<file path="config.mk">
export PLATFORM = sky130hd
export DESIGN_NAME = mem_arbiter_flat
export DESIGN_NICKNAME = d
export VERILOG_FILES = /design/src/rtl/system_widths_pkg.sv /design/src/rtl/cache_mem_if.sv /design/src/rtl/rr_arbiter2.sv /design/src/rtl/mem_arbiter.sv /design/src/flat_wrapper.sv
export SDC_FILE = /design/constraint.sdc
export NUM_CORES = 1
export LEC_CHECK = 0
export ABC_AREA = 1
export ABC_CLOCK_PERIOD_IN_PS = 2100
export CORE_MARGIN = 2
export CORE_UTILIZATION = 37
export CTS_BUF_LIST = sky130_fd_sc_hd__clkbuf_8 sky130_fd_sc_hd__clkbuf_16
export DETAILED_ROUTE_END_ITERATION = 6
export HOLD_SLACK_MARGIN = 0.08
export PLACE_DENSITY_LB_ADDON = 0.3
export SLEW_MARGIN = 20
export SYNTH_ARGS = -nofsm -noshare
export SYNTH_HDL_FRONTEND = slang
export SYNTH_HIERARCHICAL = 1
export SYNTH_SLANG_ARGS = --single-unit
</file>
<file path="constraint.sdc">
create_clock -name clk -period 2.1 [get_ports clk]
set_input_delay 0.63 -clock clk [delete_from_list [all_inputs] [get_ports clk]]
set_output_delay 0.63 -clock clk [all_outputs]
set_load 0.005 [all_outputs]
</file>
<file path="src/rtl/system_widths_pkg.sv">
// Shared widths, arbiter FSM states and the latched request record
// for the cache-to-memory arbitration path.
package system_widths_pkg;
    localparam int ADDR_W  = 16;
    localparam int NUM_REQ = 2;

    typedef enum logic [1:0] {
        IDLE,
        ISSUE,
        WAIT
    } arb_state_e;

    typedef struct packed {
        logic              we;
        logic [ADDR_W-1:0] addr;
        logic [7:0]        write;
    } mem_req_t;
endpackage

</file>
<file path="src/rtl/cache_mem_if.sv">
// Byte-wide request/response link between a cache (master) and memory (slave).
interface cache_mem_if;
    logic                                mem_req_valid;
    logic                                mem_req_ready;
    logic                                mem_req_we;
    logic [system_widths_pkg::ADDR_W-1:0] mem_req_addr;
    logic [7:0]                          mem_req_write;
    logic [7:0]                          mem_resp_data;
    logic                                mem_resp_valid;

    modport master (
        output mem_req_valid, mem_req_we, mem_req_addr, mem_req_write,
        input  mem_req_ready, mem_resp_data, mem_resp_valid
    );

    modport slave (
        input  mem_req_valid, mem_req_we, mem_req_addr, mem_req_write,
        output mem_req_ready, mem_resp_data, mem_resp_valid
    );
endinterface

</file>
<file path="src/rtl/rr_arbiter2.sv">
// Two-way combinational grant: a lone requester always wins, a tie goes to prio.
module rr_arbiter2 (
    input  logic [1:0] valid,
    input  logic       prio,
    output logic [1:0] grant
);
    assign grant[0] = valid[0] & (~valid[1] | ~prio);
    assign grant[1] = valid[1] & (~valid[0] |  prio);
endmodule

</file>
<file path="src/rtl/mem_arbiter.sv">
// Round-robin sharing of one memory port between I-side and D-side caches,
// one transaction in flight, with a response timeout.
module mem_arbiter
    import system_widths_pkg::*;
#(
    parameter int TIMEOUT_CYC = 64
) (
    input  logic      clk,
    input  logic      resetN,
    cache_mem_if.slave  req0_if,
    cache_mem_if.slave  req1_if,
    cache_mem_if.master mem_if,
    output logic      busy,
    output logic      timeout_pulse,
    output logic      owner
);
    localparam int               CNT_W    = $clog2(TIMEOUT_CYC) + 1;
    localparam logic [CNT_W-1:0] CNT_LAST = CNT_W'(TIMEOUT_CYC - 1);

    arb_state_e                       state, state_nxt;
    logic                             prio;
    mem_req_t                         lat;
    logic [CNT_W-1:0]                 cnt;
    logic [NUM_REQ-1:0]               valid, grant, ready, resp_valid;
    mem_req_t [NUM_REQ-1:0]           req;
    logic                             accept, resp_in, expire;
    logic [7:0]                       rdata;

    assign valid  = {req1_if.mem_req_valid, req0_if.mem_req_valid};
    assign req[0] = {req0_if.mem_req_we, req0_if.mem_req_addr, req0_if.mem_req_write};
    assign req[1] = {req1_if.mem_req_we, req1_if.mem_req_addr, req1_if.mem_req_write};

    rr_arbiter2 u_rr (
        .valid (valid),
        .prio  (prio),
        .grant (grant)
    );

    assign ready   = (state == IDLE) ? grant : '0;
    assign accept  = |(valid & ready);
    assign resp_in = (state == WAIT) && mem_if.mem_resp_valid;
    // A real response in the last cycle beats the timeout.
    assign expire  = (state == WAIT) && !mem_if.mem_resp_valid && (cnt == CNT_LAST);

    always_ff @(posedge clk) begin
        if (!resetN) state <= IDLE;
        else         state <= state_nxt;
    end

    always_comb begin
        state_nxt = state;
        unique case (state)
            IDLE:    if (accept)                state_nxt = ISSUE;
            ISSUE:   if (mem_if.mem_req_ready)  state_nxt = WAIT;
            WAIT:    if (resp_in || expire)     state_nxt = IDLE;
            default:                            state_nxt = IDLE;
        endcase
    end

    always_ff @(posedge clk) begin
        if (!resetN) begin
            prio  <= 1'b0;
            owner <= 1'b0;
            lat   <= '0;
            cnt   <= '0;
        end else begin
            if (accept) begin
                lat   <= req[ready[1]];
                owner <= ready[1];
            end
            if (state == ISSUE && mem_if.mem_req_ready) cnt <= '0;
            else if (state == WAIT && cnt != '1)         cnt <= cnt + 1'b1;
            if (resp_in || expire) prio <= ~owner;
        end
    end

    always_comb begin
        busy          = (state != IDLE);
        timeout_pulse = expire;
        resp_valid    = '0;
        if (resp_in || expire) resp_valid[owner] = 1'b1;
        rdata         = resp_in ? mem_if.mem_resp_data : 8'h00;
    end

    assign mem_if.mem_req_valid  = (state == ISSUE);
    assign mem_if.mem_req_we     = lat.we;
    assign mem_if.mem_req_addr   = lat.addr;
    assign mem_if.mem_req_write  = lat.write;

    assign req0_if.mem_req_ready  = ready[0];
    assign req0_if.mem_resp_valid = resp_valid[0];
    assign req0_if.mem_resp_data  = resp_valid[0] ? rdata : 8'h00;
    assign req1_if.mem_req_ready  = ready[1];
    assign req1_if.mem_resp_valid = resp_valid[1];
    assign req1_if.mem_resp_data  = resp_valid[1] ? rdata : 8'h00;

    // Requesters must hold a request until it is accepted.
    hold0: assert property (@(posedge clk) disable iff (!resetN)
        (req0_if.mem_req_valid && !req0_if.mem_req_ready) |=> req0_if.mem_req_valid);
    hold1: assert property (@(posedge clk) disable iff (!resetN)
        (req1_if.mem_req_valid && !req1_if.mem_req_ready) |=> req1_if.mem_req_valid);
endmodule

</file>
<file path="src/flat_wrapper.sv">
// flat-port wrapper written by rule: the top's interface ports become plain ports
module mem_arbiter_flat import system_widths_pkg::*;
#(
    parameter int TIMEOUT_CYC = 64
)
  (clk, resetN, busy, timeout_pulse, owner, req0_if_mem_req_valid, req0_if_mem_req_we, req0_if_mem_req_addr, req0_if_mem_req_write, req0_if_mem_req_ready, req0_if_mem_resp_data, req0_if_mem_resp_valid, req1_if_mem_req_valid, req1_if_mem_req_we, req1_if_mem_req_addr, req1_if_mem_req_write, req1_if_mem_req_ready, req1_if_mem_resp_data, req1_if_mem_resp_valid, mem_if_mem_req_valid, mem_if_mem_req_we, mem_if_mem_req_addr, mem_if_mem_req_write, mem_if_mem_req_ready, mem_if_mem_resp_data, mem_if_mem_resp_valid);
  cache_mem_if req0_if_i ();
  cache_mem_if req1_if_i ();
  cache_mem_if mem_if_i ();
  input  logic clk;
  input  logic resetN;
  output logic busy;
  output logic timeout_pulse;
  output logic owner;
  input wire logic [$bits(req0_if_i.mem_req_valid)-1:0] req0_if_mem_req_valid;
  input wire logic [$bits(req0_if_i.mem_req_we)-1:0] req0_if_mem_req_we;
  input wire logic [$bits(req0_if_i.mem_req_addr)-1:0] req0_if_mem_req_addr;
  input wire logic [$bits(req0_if_i.mem_req_write)-1:0] req0_if_mem_req_write;
  output wire logic [$bits(req0_if_i.mem_req_ready)-1:0] req0_if_mem_req_ready;
  output wire logic [$bits(req0_if_i.mem_resp_data)-1:0] req0_if_mem_resp_data;
  output wire logic [$bits(req0_if_i.mem_resp_valid)-1:0] req0_if_mem_resp_valid;
  input wire logic [$bits(req1_if_i.mem_req_valid)-1:0] req1_if_mem_req_valid;
  input wire logic [$bits(req1_if_i.mem_req_we)-1:0] req1_if_mem_req_we;
  input wire logic [$bits(req1_if_i.mem_req_addr)-1:0] req1_if_mem_req_addr;
  input wire logic [$bits(req1_if_i.mem_req_write)-1:0] req1_if_mem_req_write;
  output wire logic [$bits(req1_if_i.mem_req_ready)-1:0] req1_if_mem_req_ready;
  output wire logic [$bits(req1_if_i.mem_resp_data)-1:0] req1_if_mem_resp_data;
  output wire logic [$bits(req1_if_i.mem_resp_valid)-1:0] req1_if_mem_resp_valid;
  output wire logic [$bits(mem_if_i.mem_req_valid)-1:0] mem_if_mem_req_valid;
  output wire logic [$bits(mem_if_i.mem_req_we)-1:0] mem_if_mem_req_we;
  output wire logic [$bits(mem_if_i.mem_req_addr)-1:0] mem_if_mem_req_addr;
  output wire logic [$bits(mem_if_i.mem_req_write)-1:0] mem_if_mem_req_write;
  input wire logic [$bits(mem_if_i.mem_req_ready)-1:0] mem_if_mem_req_ready;
  input wire logic [$bits(mem_if_i.mem_resp_data)-1:0] mem_if_mem_resp_data;
  input wire logic [$bits(mem_if_i.mem_resp_valid)-1:0] mem_if_mem_resp_valid;
  assign req0_if_i.mem_req_valid = req0_if_mem_req_valid;
  assign req0_if_i.mem_req_we = req0_if_mem_req_we;
  assign req0_if_i.mem_req_addr = req0_if_mem_req_addr;
  assign req0_if_i.mem_req_write = req0_if_mem_req_write;
  assign req0_if_mem_req_ready = req0_if_i.mem_req_ready;
  assign req0_if_mem_resp_data = req0_if_i.mem_resp_data;
  assign req0_if_mem_resp_valid = req0_if_i.mem_resp_valid;
  assign req1_if_i.mem_req_valid = req1_if_mem_req_valid;
  assign req1_if_i.mem_req_we = req1_if_mem_req_we;
  assign req1_if_i.mem_req_addr = req1_if_mem_req_addr;
  assign req1_if_i.mem_req_write = req1_if_mem_req_write;
  assign req1_if_mem_req_ready = req1_if_i.mem_req_ready;
  assign req1_if_mem_resp_data = req1_if_i.mem_resp_data;
  assign req1_if_mem_resp_valid = req1_if_i.mem_resp_valid;
  assign mem_if_mem_req_valid = mem_if_i.mem_req_valid;
  assign mem_if_mem_req_we = mem_if_i.mem_req_we;
  assign mem_if_mem_req_addr = mem_if_i.mem_req_addr;
  assign mem_if_mem_req_write = mem_if_i.mem_req_write;
  assign mem_if_i.mem_req_ready = mem_if_mem_req_ready;
  assign mem_if_i.mem_resp_data = mem_if_mem_resp_data;
  assign mem_if_i.mem_resp_valid = mem_if_mem_resp_valid;
  mem_arbiter #(.TIMEOUT_CYC(TIMEOUT_CYC)) u_core (.clk(clk), .resetN(resetN), .req0_if(req0_if_i), .req1_if(req1_if_i), .mem_if(mem_if_i), .busy(busy), .timeout_pulse(timeout_pulse), .owner(owner));
endmodule
</file>
======== Word-level counts from Yosys, hierarchy flattened ========
Cells that the tools add are included.
storage, ports and cells
  register bits ........................... 36
  input bits .............................. 64
  output and inout bits ................... 49
cells by class
  add/subtract/negate cells ............... 1
  magnitude comparators ................... 3
  eq/ne operators ......................... 7
  muxes and demuxes ....................... 13
  bitwise operators ....................... 10
  reduce and logical (&&, ||, !) cells .... 13
operators by type and width
  kind                                                        number
  2-to-1 mux 25 bit                                           2
  2-to-1 mux 8 bit                                            3
  2-to-1 mux 2 bit                                            5
  adder 7 x 1 -> 7 bit, second input constant                 1
  equality test 7 x 6 -> 1 bit, second input constant         1
  != test 7 bit, second input constant                        1
  logical AND 1 bit                                           6
  != test 2 x 1 -> 1 bit, second input constant               3
  case mux 2 bit (3 select lines)                             1
  inverter 1 bit                                              5
  less-than comparator 1 x 2 -> 1 bit, second input constant  2
  OR reduction 2 bit                                          2
  AND reduction 3 bit                                         1
  AND 1 bit                                                   2
  AND 2 bit                                                   1
  equality test 2 x 1 -> 1 bit, second input constant         1
  equality test 2 bit, second input constant                  1
  zero test 2 bit                                             1
  bitwise OR 1 bit                                            2
  nonzero test 2 bit                                          1
  demux 1 bit (select 1 bit)                                  1
  >= comparator 1 bit, second input constant                  1
  zero test 1 bit                                             1
  logical OR 1 bit                                            1
  2-to-1 mux 1 bit                                            1

======== Longest topological paths before layout ========
Gate-level depths: netlist of run 1.
  depth in word-level cells ............... 8
  gate-level depth with buffers ........... 11
  gate-level depth less buffers ........... 10

======== Modules after synthesis ========
Netlist of run 1, hierarchy kept.
by module, submodules not included
  module       instances  cells an instance  area each (µm²)  seq. area each (µm²)
  mem_arbiter  1          303                1864.3           720.7
  rr_arbiter2  1          5                  20.0             0.0

======== Least setup slack after synthesis of run 1 ========
No wires, ideal clock.
  kind .................................... input-to-output
  start ................................... input req0_if_mem_req_valid
  end ..................................... output req1_if_mem_req_ready
  arrival ................................. 1244 ps
  required time ........................... 1470 ps
  path slack .............................. 226 ps
  stages .................................. 6
  path buffers ............................ 1
  cells stage by stage .................... inv_1 -> nand2_1 -> nand2_1 -> nand3_4 -> inv_2 -> buf_2
between the ends
  cells in the longest elaborated chain, start to end .. 4
RTL lines
  element              line                source
  start, declared      flat_wrapper.sv:15  input wire logic [$bits(req0_if_i.mem_req_valid)-1:0] req0_if_mem_req_valid;
  inverter 1 bit       rr_arbiter2.sv:8    assign grant[1] = valid[1] & (~valid[0] | prio);
  bitwise OR 1 bit     rr_arbiter2.sv:8
  AND 1 bit            rr_arbiter2.sv:8
  via u_core.grant[1]  mem_arbiter.sv:24   logic [NUM_REQ-1:0] valid, grant, ready, resp_valid;
  2-to-1 mux 2 bit     mem_arbiter.sv:39   assign ready = (state == IDLE) ? grant : '0;
  end, declared        flat_wrapper.sv:26  output wire logic [$bits(req1_if_i.mem_req_ready)-1:0] req1_if_mem_req_ready;
The timed path passes the listed nets, and every way through them passes these cells.

======== Final worst setup path of run 1 ========
  start ................................... register u_core.cnt[0]
  end ..................................... output req1_if_mem_resp_valid
between the ends
  cells in the longest elaborated chain, start to end .. 4
RTL lines
  element                       line                source
  start, declared               mem_arbiter.sv:23   logic [CNT_W-1:0] cnt;
  start signal, assigned        mem_arbiter.sv:72   else if (state == WAIT && cnt != '1) cnt <= cnt + 1'b1;
  equality test 7 x 6 -> 1 bit  mem_arbiter.sv:43   assign expire = (state == WAIT) && !mem_if.mem_resp_valid && (cnt == CNT_LAST);
  logical AND 1 bit             mem_arbiter.sv:43
  logical OR 1 bit              mem_arbiter.sv:81   if (resp_in || expire) resp_valid[owner] = 1'b1;
  2-to-1 mux 2 bit              mem_arbiter.sv:81
  end, declared                 flat_wrapper.sv:28  output wire logic [$bits(req1_if_i.mem_resp_valid)-1:0] req1_if_mem_resp_valid;
Every way passes these cells.

==> results.py, run 1 <==
metrics = {
    "run_status": {
        "status": "finished, violations left",
        "violations": "setup timing",
    },
    "sta": {
        "max-slew-margin-rel": 0.8141,
        "period_share": 1.016,
        "tightest_slew_ns": 0.2788,
        "fin_ws_ns": -0.03294,
        "final.min_clock_period_ns": 2.133,
        "setup_viol": 1,
        "fmax_mhz": 468.8,
        "final.setup_skew_ns": 0.003306,
        "finalHoldViolCount": 0,
        "rsz0062_at_grt": "yes",
        "slew_violations": 0,
    },
    "global_routing": {
        "grtUsageTotal": 0.2189,
        "grt_pass1_wl_mm": 9.646,
        "grt_pass1_vias": 2216,
        "grt_antenna_before_repair": 0,
        "grt_max_degree": 27,
        "gr-total-overflow": 0,
    },
    "routing": {
        "drtIter0Drc": 76,
        "vias": 2441,
        "drc_errors": 0,
        "ant_nets": 0,
        "routed_wl_mm": 6.149,
        "vias_per_cell": 4.731,
        "first_pass_iters": 4,
        "avgRoutedWirePerCell_um": 11.92,
    },
    "placement": {
        "dpl-instance-area_um2": 3189,
        "pre_cts_slack_ns": -0.6528,
        "placed_cells": 498,
        "port_buffers": 112,
        "dpl.hpwl_mm": 4.450,
        "gp_congestion": 0.7995,
    },
    "floorplan": {
        "io_pins": 113,
        "die_w_um": 75.37,
        "initial_core_util": 0.3912,
        "die_h_um": 75.37,
        "rows": 25,
        "dieArea_um2": 5680,
        "core_area_um2": 4817,
    },
    "setup_path": {
        "critPathKind": "flip-flop to output port",
        "required_ns": 1.47,
        "worst_setup_path_end_kind": "output port",
        "worstPathCellList": "ha_4, nand3_4, nor2_4, buf_6, nand3_4, buf_6, a21oi_4, buf_2",
        "worst_setup_path_start_kind": "flip-flop",
        "cp.arrival_ns": 1.50,
        "r2r_cells": 10,
        "slowest_stage": "dfxtp_2",
        "worstPathMaxFanout": 2,
        "slowest_delay_ns": 0.35,
    },
    "synth": {
        "syn_area_per_cell_um2": 6.118,
        "yosysSeqAreaShare": 0.3825,
        "yosysTopAreaCell": "dfxtp_1",
        "ys_ff_latch": 36,
        "ys_warn_count": 6,
        "ys_top_cells_by_area": "dfxtp_1 38%, nand2_1 22%, nor2_1 15%",
        "ys_types": 26,
        "syn_nets": 373,
        "synth_cells": 308,
        "synth.cell_area_um2": 1884,
        "synth_top_cell_area_share": 0.3825,
    },
    "clock_network": {
        "cts-root-buf": "clkbuf_8",
        "htree_levels": 2,
        "clock_sinks": 36,
        "clk_path_buf_depth": 2,
        "clk_latency_ns": 0.28,
        "cts_buffers": 5,
        "cts_hold_buf": 0,
        "tritoncts": "yes",
        "clk_pin_slew_worst_paths_ns": 0.07,
    },
    "finish": {
        "drive_above_1_share": 0.1893,
        "diodes": 0,
        "final_nets": 513,
        "fin_area_um2": 3354,
        "syn_to_final_growth_pct": 78.02,
        "final_cell_count_no_fill": 516,
        "final_util": 0.6964,
    },
    "worst_hold_path": {
        "hold_path.class": "flip-flop to flip-flop",
        "whs_path_depth": 2,
    },
    "power_and_ir_drop": {
        "power_density_nw_per_um2": 531.4,
        "ir_worst_vdd_mv": 0.4377,
        "leakagePower_nw": 1.573,
    },
    "flow_run": {
        "maxCapViolCount": 0,
    },
}
## critical path, delay by kind of cell, from the launching register on
family / cells / cell delay [ns]
buf+inv: 3 / 0.37
simple gates: 3 / 0.23
compound gates: 1 / 0.11
flops: 1 / 0.35
fa+ha+maj: 1 / 0.15
## per-layer routing
| layer | global-route usage | vias up | wire (um) |
|---|---|---|---|
| met2 | 0.3865 | 98 | 3011 |
| li1 | - | 1231 | - |
| met1 | 0.2451 | 1104 | 2476 |
| met4 | 0.06628 | 0 | 68 |
| met5 | 0 | - | 0 |
| met3 | 0.08201 | 8 | 594 |
## sequential cells by signal, summed over array words and instances, names as in the netlist
name and flops:
u_core/cnt 7, u_core/state 2, u_core/mem_if.mem_req_addr 16, u_core/owner 1, u_core/prio 1, u_core/mem_if.mem_req_write 8
u_core/mem_if.mem_req_we 1
## placed cells by master, fill, tap and decap left out, types with 3 or more instances in the layout
cell type,netlist,routed
a21oi_1,9,6
buf_2,3,7
buf_4,2,31
clkbuf_2,1,12
clkbuf_8,0,6
clkdlybuf4s15_1,0,4
clkdlybuf4s50_1,0,88
dfxtp_1,36,32
dfxtp_2,0,3
inv_1,10,12
inv_2,5,4
nand2_1,111,109
nand2_2,2,4
nand3_1,5,3
nand3_4,1,3
nor2_1,77,74
nor2_2,2,3
o21ai_0,27,27
## timing repair
action                     4_1_cts  5_1_grt
setup endpoints to repair       46       22
resized for setup               67       30
setup buffers                    5        5
pin swaps                       10        7
## path summary, 6_finish.rpt
check / to / slack [ns] / startpoint
worst max-delay path: req1_if_mem_resp_valid / -0.03 / u_core/cnt[0]$_SDFFE_PP0P_
worst min register to register: u_core/mem_if.mem_req_addr[6]$_SDFFE_PN0P_ / 0.51 / u_core/mem_if.mem_req_addr[6]$_SDFFE_PN0P_
worst max register to register: u_core/mem_if.mem_req_addr[5]$_SDFFE_PN0P_ / 0.44 / u_core/prio$_SDFFE_PN0N_
worst min-delay path: u_core/mem_if.mem_req_addr[6]$_SDFFE_PN0P_ / 0.51 / u_core/mem_if.mem_req_addr[6]$_SDFFE_PN0P_
## synthesized netlist by cell type (all sizes together)
| cell type | number |
|---|---|
| nand2 | 114 |
| nor2 | 79 |
| dfxtp | 36 |
| o21ai | 28 |
| inv | 16 |
| a21oi | 9 |
| buf | 9 |
| nand3 | 6 |
| clkbuf | 3 |
| nor3 | 2 |
| xor2 | 2 |
| a21boi | 1 |
| clkinv | 1 |
| ha | 1 |
| nand3b | 1 |
## power by group
| group | total (W) | switching [W] | internal, W |
|---|---|---|---|
| Clock | 0.000490 | 0.000232 | 0.000258 |
| Combinational | 0.000522 | 0.000228 | 0.000294 |
| Sequential | 0.000771 | 0.0000296 | 0.000741 |
| Total | 0.00178 | 0.000490 | 0.00129 |
## final cells by class
type / count / area (um2)
Clock inverter: 2 / 7.507
Fill cell: 438 / 1463
Multi-Input combinational cell: 243 / 1104
Clock buffer: 6 / 82.58
Sequential cell: 36 / 728.2
Inverter: 17 / 68.82
Timing Repair Buffer: 145 / 1280
Tap cell: 67 / 83.83
## logic make-up (layout without fill, tap and decap cells)
group,after synthesis,after routing,share of synthesized area
buf+inv,29,170,0.07370
xor+xnor,2,2,0.009298
flops,36,36,0.3825
fa+ha+maj,1,1,0.006639
compound gates,38,38,0.1023
simple gates,202,202,0.4256
## metrics by stage
stage | power (W) | hold slack, ns | setup TNS [ns]
floorplan | 0.0009897 | 0.4715 | 0
global placement | 0.001288 | 0.4879 | -19.37
CTS | 0.001791 | 0.5182 | -0.1031
global route | 0.001892 | 0.5369 | -0.1758
detailed placement | 0.001298 | 0.4981 | -20.86
finish | 0.001783 | 0.5141 | -0.03294
Power figures use the tool's default switching activity.
==> inputs of run 2 (changes only) <==
--- a/config.mk
+++ b/config.mk
@@ -5,10 +5,12 @@
 export SDC_FILE = /design/constraint.sdc
 export NUM_CORES = 1
 export LEC_CHECK = 0
-export ABC_AREA = 1
-export ABC_CLOCK_PERIOD_IN_PS = 2100
+export ABC_AREA = 0
+export ABC_CLOCK_PERIOD_IN_PS = 2400
+export CELL_PAD_IN_SITES_DETAIL_PLACEMENT = 0
+export CELL_PAD_IN_SITES_GLOBAL_PLACEMENT = 1
 export CORE_MARGIN = 2
-export CORE_UTILIZATION = 37
+export CORE_UTILIZATION = 25
 export CTS_BUF_LIST = sky130_fd_sc_hd__clkbuf_8 sky130_fd_sc_hd__clkbuf_16
 export DETAILED_ROUTE_END_ITERATION = 6
 export HOLD_SLACK_MARGIN = 0.08
==> constraint.sdc (replaced) <==
create_clock -name clk -period 2.4 [get_ports clk]
set_input_delay 0.72 -clock clk [delete_from_list [all_inputs] [get_ports clk]]
set_output_delay 0.72 -clock clk [all_outputs]
set_load 0.005 [all_outputs]
==> run 2 against run 1 <==
The flow now finishes without violations. Synthesized cell count down 34%. Cell count down 18%. Worst hold slack worse by 0.016 ns. Clock skew up 0.0044 ns. Largest cell class unchanged. Largest power group unchanged.
==> results.py, run 2 <==
metrics = {
    "power_and_ir_drop": {
        "leakagePower_nw": 1.263,
        "internal-power_w": 0.001118,
        "swShare": 0.2544,
        "comb_power_share": 0.260,
        "power_density_nw_per_um2": 471.0,
        "ir_worst_vdd_mv": 0.2190,
        "p_clk_frac": 0.293,
        "p_seq_frac": 0.447,
        "p_switching_w": 0.0003816,
    },
    "worst_hold_path": {
        "whs_path_depth": 2,
        "hp-start": "u_core/cnt[1]$_SDFFE_PP0P_",
        "hold_path_end": "u_core/cnt[1]$_SDFFE_PP0P_",
        "hold_path.class": "flip-flop to flip-flop",
    },
    "global_routing": {
        "grt_pass1_wl_mm": 8.107,
        "grt_antenna_before_repair": 0,
        "grtUsageTotal": 0.1314,
        "gr-total-overflow": 0,
        "grt_pass1_vias": 1828,
        "grt_max_degree": 52,
    },
    "floorplan": {
        "initial_core_util": 0.2614,
        "io_pins": 113,
        "die_w_um": 88.75,
        "dieArea_um2": 7876,
        "die_h_um": 88.75,
        "rows": 30,
        "core_area_um2": 6869,
    },
    "placement": {
        "dpl-instance-area_um2": 3058,
        "port_buffers": 112,
        "pre_cts_slack_ns": -0.5716,
        "dpl.hpwl_mm": 3.771,
        "gp_congestion": 0.6890,
        "placed_cells": 411,
    },
    "sta": {
        "final.min_clock_period_ns": 2.362,
        "fmax_mhz": 423.4,
        "hold_ws_ns": 0.4977,
        "slew_violations": 0,
        "finalHoldViolCount": 0,
        "setup_viol": 0,
        "period_share": 0.9840,
        "rsz0062_at_grt": "yes",
        "max-slew-margin-rel": 0.6721,
        "finalSetupTns_ns": 0,
        "fin_ws_ns": 0.03837,
        "tightest_slew_ns": 0.4874,
        "final.setup_skew_ns": 0.007724,
    },
    "finish": {
        "multi_input_area_um2": 1031,
        "fin_area_um2": 3184,
        "final_cell_mix": "88 x clkdlybuf4s50_1, 35 x dfxtp_1, 28 x o21ai_0, 27 x a21oi_1, 25 x mux2i_1",
        "n_fill_cell": 683,
        "drive_above_1_share": 0.1292,
        "syn_to_final_growth_pct": 77.35,
        "diodes": 0,
        "largest_reg_flops": 16,
        "regArea_um2": 721.9,
        "final_common_cell": "clkdlybuf4s50_1",
        "final_cell_count_no_fill": 421,
        "final_nets": 389,
    },
    "synth": {
        "syn_nets": 268,
        "yosysSeqAreaShare": 0.4014,
        "ys_ff_latch": 36,
        "ys_types": 37,
        "synth_cells": 203,
        "ys_warn_count": 6,
        "synth-edff-count": 0,
        "ys_top_cells_by_area": "dfxtp_1 40%, mux2i_1 14%, o21ai_0 7.8%",
        "synth_ff_type": "dfxtp_1",
        "async_flop_share": 0,
        "synth_top_cell_area_share": 0.4014,
        "yosysTopAreaCell": "dfxtp_1",
        "ys_top_cells_by_count": "36 x dfxtp_1, 28 x o21ai_0, 27 x a21oi_1",
        "synth.most_common_cell": "dfxtp_1",
        "syn_area_per_cell_um2": 8.845,
        "synth.cell_area_um2": 1795,
    },
    "setup_path": {
        "r2r_end": "u_core/cnt[5]$_SDFFE_PP0P_",
        "r2r_cells": 6,
        "r2r-start": "u_core/cnt[0]$_SDFFE_PP0P_",
        "required_ns": 1.68,
        "cp.arrival_ns": 1.64,
        "worst_setup_path_end_kind": "output port",
        "r2r_slack_ns": 0.65,
        "critPathKind": "input pin to output port",
        "worst_setup_path_start_kind": "input pin",
        "worstPathMaxFanout": 6,
    },
    "clock_network": {
        "htree_levels": 2,
        "cts-root-buf": "clkbuf_8",
        "clk_pin_slew_worst_paths_ns": 0.07,
        "tritoncts": "yes",
        "cts_buffers": 5,
        "clk_path_buf_depth": 2,
        "clock_sinks": 36,
        "clk_latency_ns": 0.28,
    },
    "flow_run": {
        "maxCapViolCount": 0,
    },
    "run_status": {
        "status": "complete, no violations",
    },
    "routing": {
        "vias_per_cell": 4.466,
        "routed_wl_mm": 5.104,
        "first_pass_iters": 4,
        "drc_errors": 0,
        "avgRoutedWirePerCell_um": 12.12,
        "ant_nets": 0,
        "vias": 1880,
        "drtIter0Drc": 27,
    },
}
-- run 2: worst max path at each step --
stage,depth (start not counted),start,slack [ns],end
after global placement,5,req1_if_mem_req_valid,-0.59,req1_if_mem_req_ready
final,5,mem_if_mem_resp_valid,0.04,req1_if_mem_resp_data[1]
after CTS,7,mem_if_mem_resp_valid,0.002,req0_if_mem_resp_data[5]
after detailed placement,5,req1_if_mem_req_valid,-0.57,req1_if_mem_req_ready
after floorplan,4,req1_if_mem_req_valid,0.25,req1_if_mem_req_ready
after global routing,5,mem_if_mem_resp_valid,0.006,req1_if_mem_resp_data[1]
-- run 2: routing by layer --
| metal | global-route usage | wire length [um] | vias up |
|---|---|---|---|
| li1 | - | - | 958 |
| met1 | 0.1354 | 2004 | 831 |
| met2 | 0.2198 | 2319 | 89 |
| met3 | 0.08582 | 750 | 2 |
| met4 | 0.03719 | 29 | 0 |
| met5 | 0 | 0 | - |
-- run 2: power by group through the flow --
stage,sequential [W],combinational (W),clock (W)
finish,0.000670,0.000390,0.000439
global route,0.000676,0.000428,0.000493
CTS,0.000669,0.000394,0.000467
detailed placement,0.000681,0.000394,0
global placement,0.000679,0.000394,0
floorplan,0.000684,0.000151,0
-- run 2: final cells by class --
class | count | area share
Tap cell | 96 | 0.03772
Clock buffer | 6 | 0.02593
Timing Repair Buffer | 126 | 0.3768
Multi-Input combinational cell | 150 | 0.3238
Sequential cell | 36 | 0.2267
Inverter | 5 | 0.005894
Clock inverter | 2 | 0.003143
-- run 2: through the flow --
stage | utilization | power [W]
CTS | 0.4614 | 0.001530
floorplan | - | 0.0008343
global route | 0.4636 | 0.001597
finish | 0.4636 | 0.001500
detailed placement | 0.4452 | 0.001074
global placement | 0.4452 | 0.001073
-- run 2: timing repair --
item                       in CTS  in global routing
setup buffers                   3                  0
setup endpoints to repair      21                 11
resized for setup              34                 17
pin swaps                       1                  0
hold buffers                    0                  0
-- run 2: logic make-up (layout without fill, tap and decap cells) --
kind of cell               count (synthesis)  count (layout)  share of synthesized area
AOI/OAI and AO/OA                         69              69                     0.2188
xor gates and xnor gates                   2               2                   0.009758
adders and majority gates                  1               1                   0.006968
buffers and inverters                     17             139                    0.05575
DFF                                       36              36                     0.4014
muxes                                     25              25                     0.1394
and+or+nand+nor                           53              53                     0.1680
-- run 2: worst max-delay path, stage by stage --
cell	delay, ns
clkdlybuf4s15_2	0.20
and3_4	0.18
buf_4	0.14
and2_1	0.15
dlygate4sd2_1	0.25
==> inputs of run 3 (changes only) <==
--- a/config.mk
+++ b/config.mk
@@ -9,7 +9,6 @@
 export ABC_CLOCK_PERIOD_IN_PS = 2400
 export CELL_PAD_IN_SITES_DETAIL_PLACEMENT = 0
 export CELL_PAD_IN_SITES_GLOBAL_PLACEMENT = 1
-export CORE_MARGIN = 2
 export CORE_UTILIZATION = 25
 export CTS_BUF_LIST = sky130_fd_sc_hd__clkbuf_8 sky130_fd_sc_hd__clkbuf_16
 export DETAILED_ROUTE_END_ITERATION = 6
==> run 3 against run 2 <==
Clock-buffer cell count stayed put. Sequential power is essentially flat. Utilization grew 0.15 points. Setup slack improved by 0.063 ns. First-iteration DRC count is 33% higher. Combinational power up 3%.
==> results.py, run 3 (synthesis gave the netlist of run 2 again) <==
metrics = {
    "global_routing": {
        "grtUsageTotal": 0.1375,
        "grt_max_degree": 32,
        "grt_pass1_vias": 1719,
        "grt_pass1_wl_mm": 8.045,
        "grt_antenna_before_repair": 0,
        "gr-total-overflow": 0,
    },
    "flow_run": {
        "maxCapViolCount": 0,
    },
    "sta": {
        "tightest_slew_ns": 0.4918,
        "max-slew-margin-rel": 0.6692,
        "final.setup_skew_ns": 0.009268,
        "setup_viol": 0,
        "fmax_mhz": 435.1,
        "finalHoldViolCount": 0,
        "fin_ws_ns": 0.1016,
        "final.min_clock_period_ns": 2.298,
        "slew_violations": 0,
        "period_share": 0.9577,
        "rsz0062_at_grt": "no",
    },
    "routing": {
        "vias": 1877,
        "routed_wl_mm": 4.902,
        "drc_errors": 0,
        "drtIter0Drc": 36,
        "first_pass_iters": 3,
        "ant_nets": 0,
        "avgRoutedWirePerCell_um": 11.64,
        "vias_per_cell": 4.458,
    },
    "finish": {
        "final_nets": 389,
        "n_fill_cell": 685,
        "syn_to_final_growth_pct": 77.91,
        "largest_reg_flops": 16,
        "diodes": 0,
        "final_cell_mix": "88 x clkdlybuf4s50_1, 35 x dfxtp_1, 28 x o21ai_0, 27 x a21oi_1, 25 x mux2i_1",
        "final_util": 0.4650,
        "drive_above_1_share": 0.1262,
        "final_common_cell": "clkdlybuf4s50_1",
    },
    "clock_network": {
        "clock_sinks": 36,
        "clk_path_buf_depth": 2,
        "clk_latency_ns": 0.29,
        "clk_pin_slew_worst_paths_ns": 0.07,
        "htree_levels": 2,
        "cts_hold_buf": 0,
        "cts-root-buf": "clkbuf_8",
        "cts_buffers": 5,
        "tritoncts": "yes",
    },
    "setup_path": {
        "worst_setup_path_start_kind": "input pin",
        "r2r_slack_ns": 0.64,
        "cp.arrival_ns": 1.58,
        "worstPathCellList": "clkdlybuf4s15_1, a21boi_4, inv_2, nor2_8, clkdlybuf4s15_2",
        "slowest_delay_ns": 0.24,
        "worst_setup_path_end_kind": "output port",
        "r2r_cells": 6,
        "startpoint": "req1_if_mem_req_valid",
        "r2r_end": "u_core/cnt[5]$_SDFFE_PP0P_",
        "slowest_stage": "clkdlybuf4s15_1",
        "r2r-start": "u_core/cnt[0]$_SDFFE_PP0P_",
        "endpoint": "req1_if_mem_req_ready",
        "critPathKind": "input pin to output port",
        "worstPathMaxFanout": 4,
        "required_ns": 1.68,
    },
    "power_and_ir_drop": {
        "leakagePower_nw": 1.274,
        "power_density_nw_per_um2": 475.8,
        "ir_worst_vdd_mv": 0.2465,
        "power_w": 0.001520,
    },
    "placement": {
        "gp_congestion": 0.6857,
        "port_buffers": 112,
        "dpl.hpwl_mm": 3.577,
        "pre_cts_slack_ns": -0.5915,
    },
    "floorplan": {
        "dieArea_um2": 7525,
        "initial_core_util": 0.2614,
        "die_w_um": 86.75,
        "io_pins": 113,
        "die_h_um": 86.75,
        "core_area_um2": 6869,
        "rows": 30,
    },
    "worst_hold_path": {
        "hold_path.class": "flip-flop to flip-flop",
    },
    "run_status": {
        "status": "complete, no violations",
    },
}
## run 3: cell count changes in the layout (fill, tap and decap cells not counted), sizes merged
cell / change
inv: +1
clkinvlp: +1
clkinv: -2
## run 3: routing by layer
metal,vias to the layer above,GRT usage,share of wire
li1,962,-,-
met1,826,0.1511,0.44
met2,87,0.2244,0.43
met3,2,0.07429,0.13
met4,0,0.05000,0.0061
met5,-,0,0
## run 3: metrics by stage
stage / instances / area, um2 / TNS, ns / hold slack (ns)
finish: 421 / 3194 / 0 / 0.4830
global route: 421 / 3194 / 0 / 0.5285
CTS: 421 / 3188 / 0 / 0.4841
detailed placement: 411 / 3070 / -14.37 / 0.4832
global placement: 411 / 3070 / -13.89 / 0.4773
floorplan: 203 / 1795 / 0 / 0.4530
## run 3: report_power, final
group	switching, W	internal [W]
registers	0.0000243	0.000644
clock network	0.000223	0.000229
logic	0.000147	0.000252
total	0.000394	0.00113
## run 3: timing repair
item | in CTS | in global routing
setup buffers | 2 | 0
gates resized for setup | 40 | 11
endpoints found under the setup margin | 21 | 9
pin swaps | 0 | 0
cloned | 0 | 0
## run 3: worst min path at each step
stage | end | cells past startpoint | startpoint
5_1_grt | u_core/cnt[1]$_SDFFE_PP0P_ | 2 | u_core/cnt[1]$_SDFFE_PP0P_
4_1_cts | u_core/cnt[1]$_SDFFE_PP0P_ | 2 | u_core/cnt[1]$_SDFFE_PP0P_
3_5_place_dp | u_core/cnt[4]$_SDFFE_PP0P_ | 1 | u_core/cnt[4]$_SDFFE_PP0P_
2_1_floorplan | u_core/cnt[1]$_SDFFE_PP0P_ | 2 | u_core/cnt[1]$_SDFFE_PP0P_
3_3_place_gp | u_core/cnt[1]$_SDFFE_PP0P_ | 2 | u_core/cnt[1]$_SDFFE_PP0P_
6_report | u_core/cnt[1]$_SDFFE_PP0P_ | 2 | u_core/cnt[1]$_SDFFE_PP0P_
## run 3: critical path, delay by kind of cell
| kind | cells | cell delay (ns) |
|---|---|---|
| buf+inv | 3 | 0.54 |
| compound gates | 1 | 0.21 |
| simple gates | 1 | 0.11 |
## run 3: layout make-up
| cell class | instances | area, um2 | area share |
|---|---|---|---|
| clock inverters | 2 | 11.26 | 0.003525 |
| inverters | 5 | 18.77 | 0.005875 |
| flip-flops and latches | 36 | 721.9 | 0.2260 |
| well taps | 96 | 120.1 | 0.03760 |
| clock buffers | 6 | 82.58 | 0.02585 |
| repair buffers | 126 | 1214 | 0.3799 |
| multi-input cells | 150 | 1026 | 0.3212 |
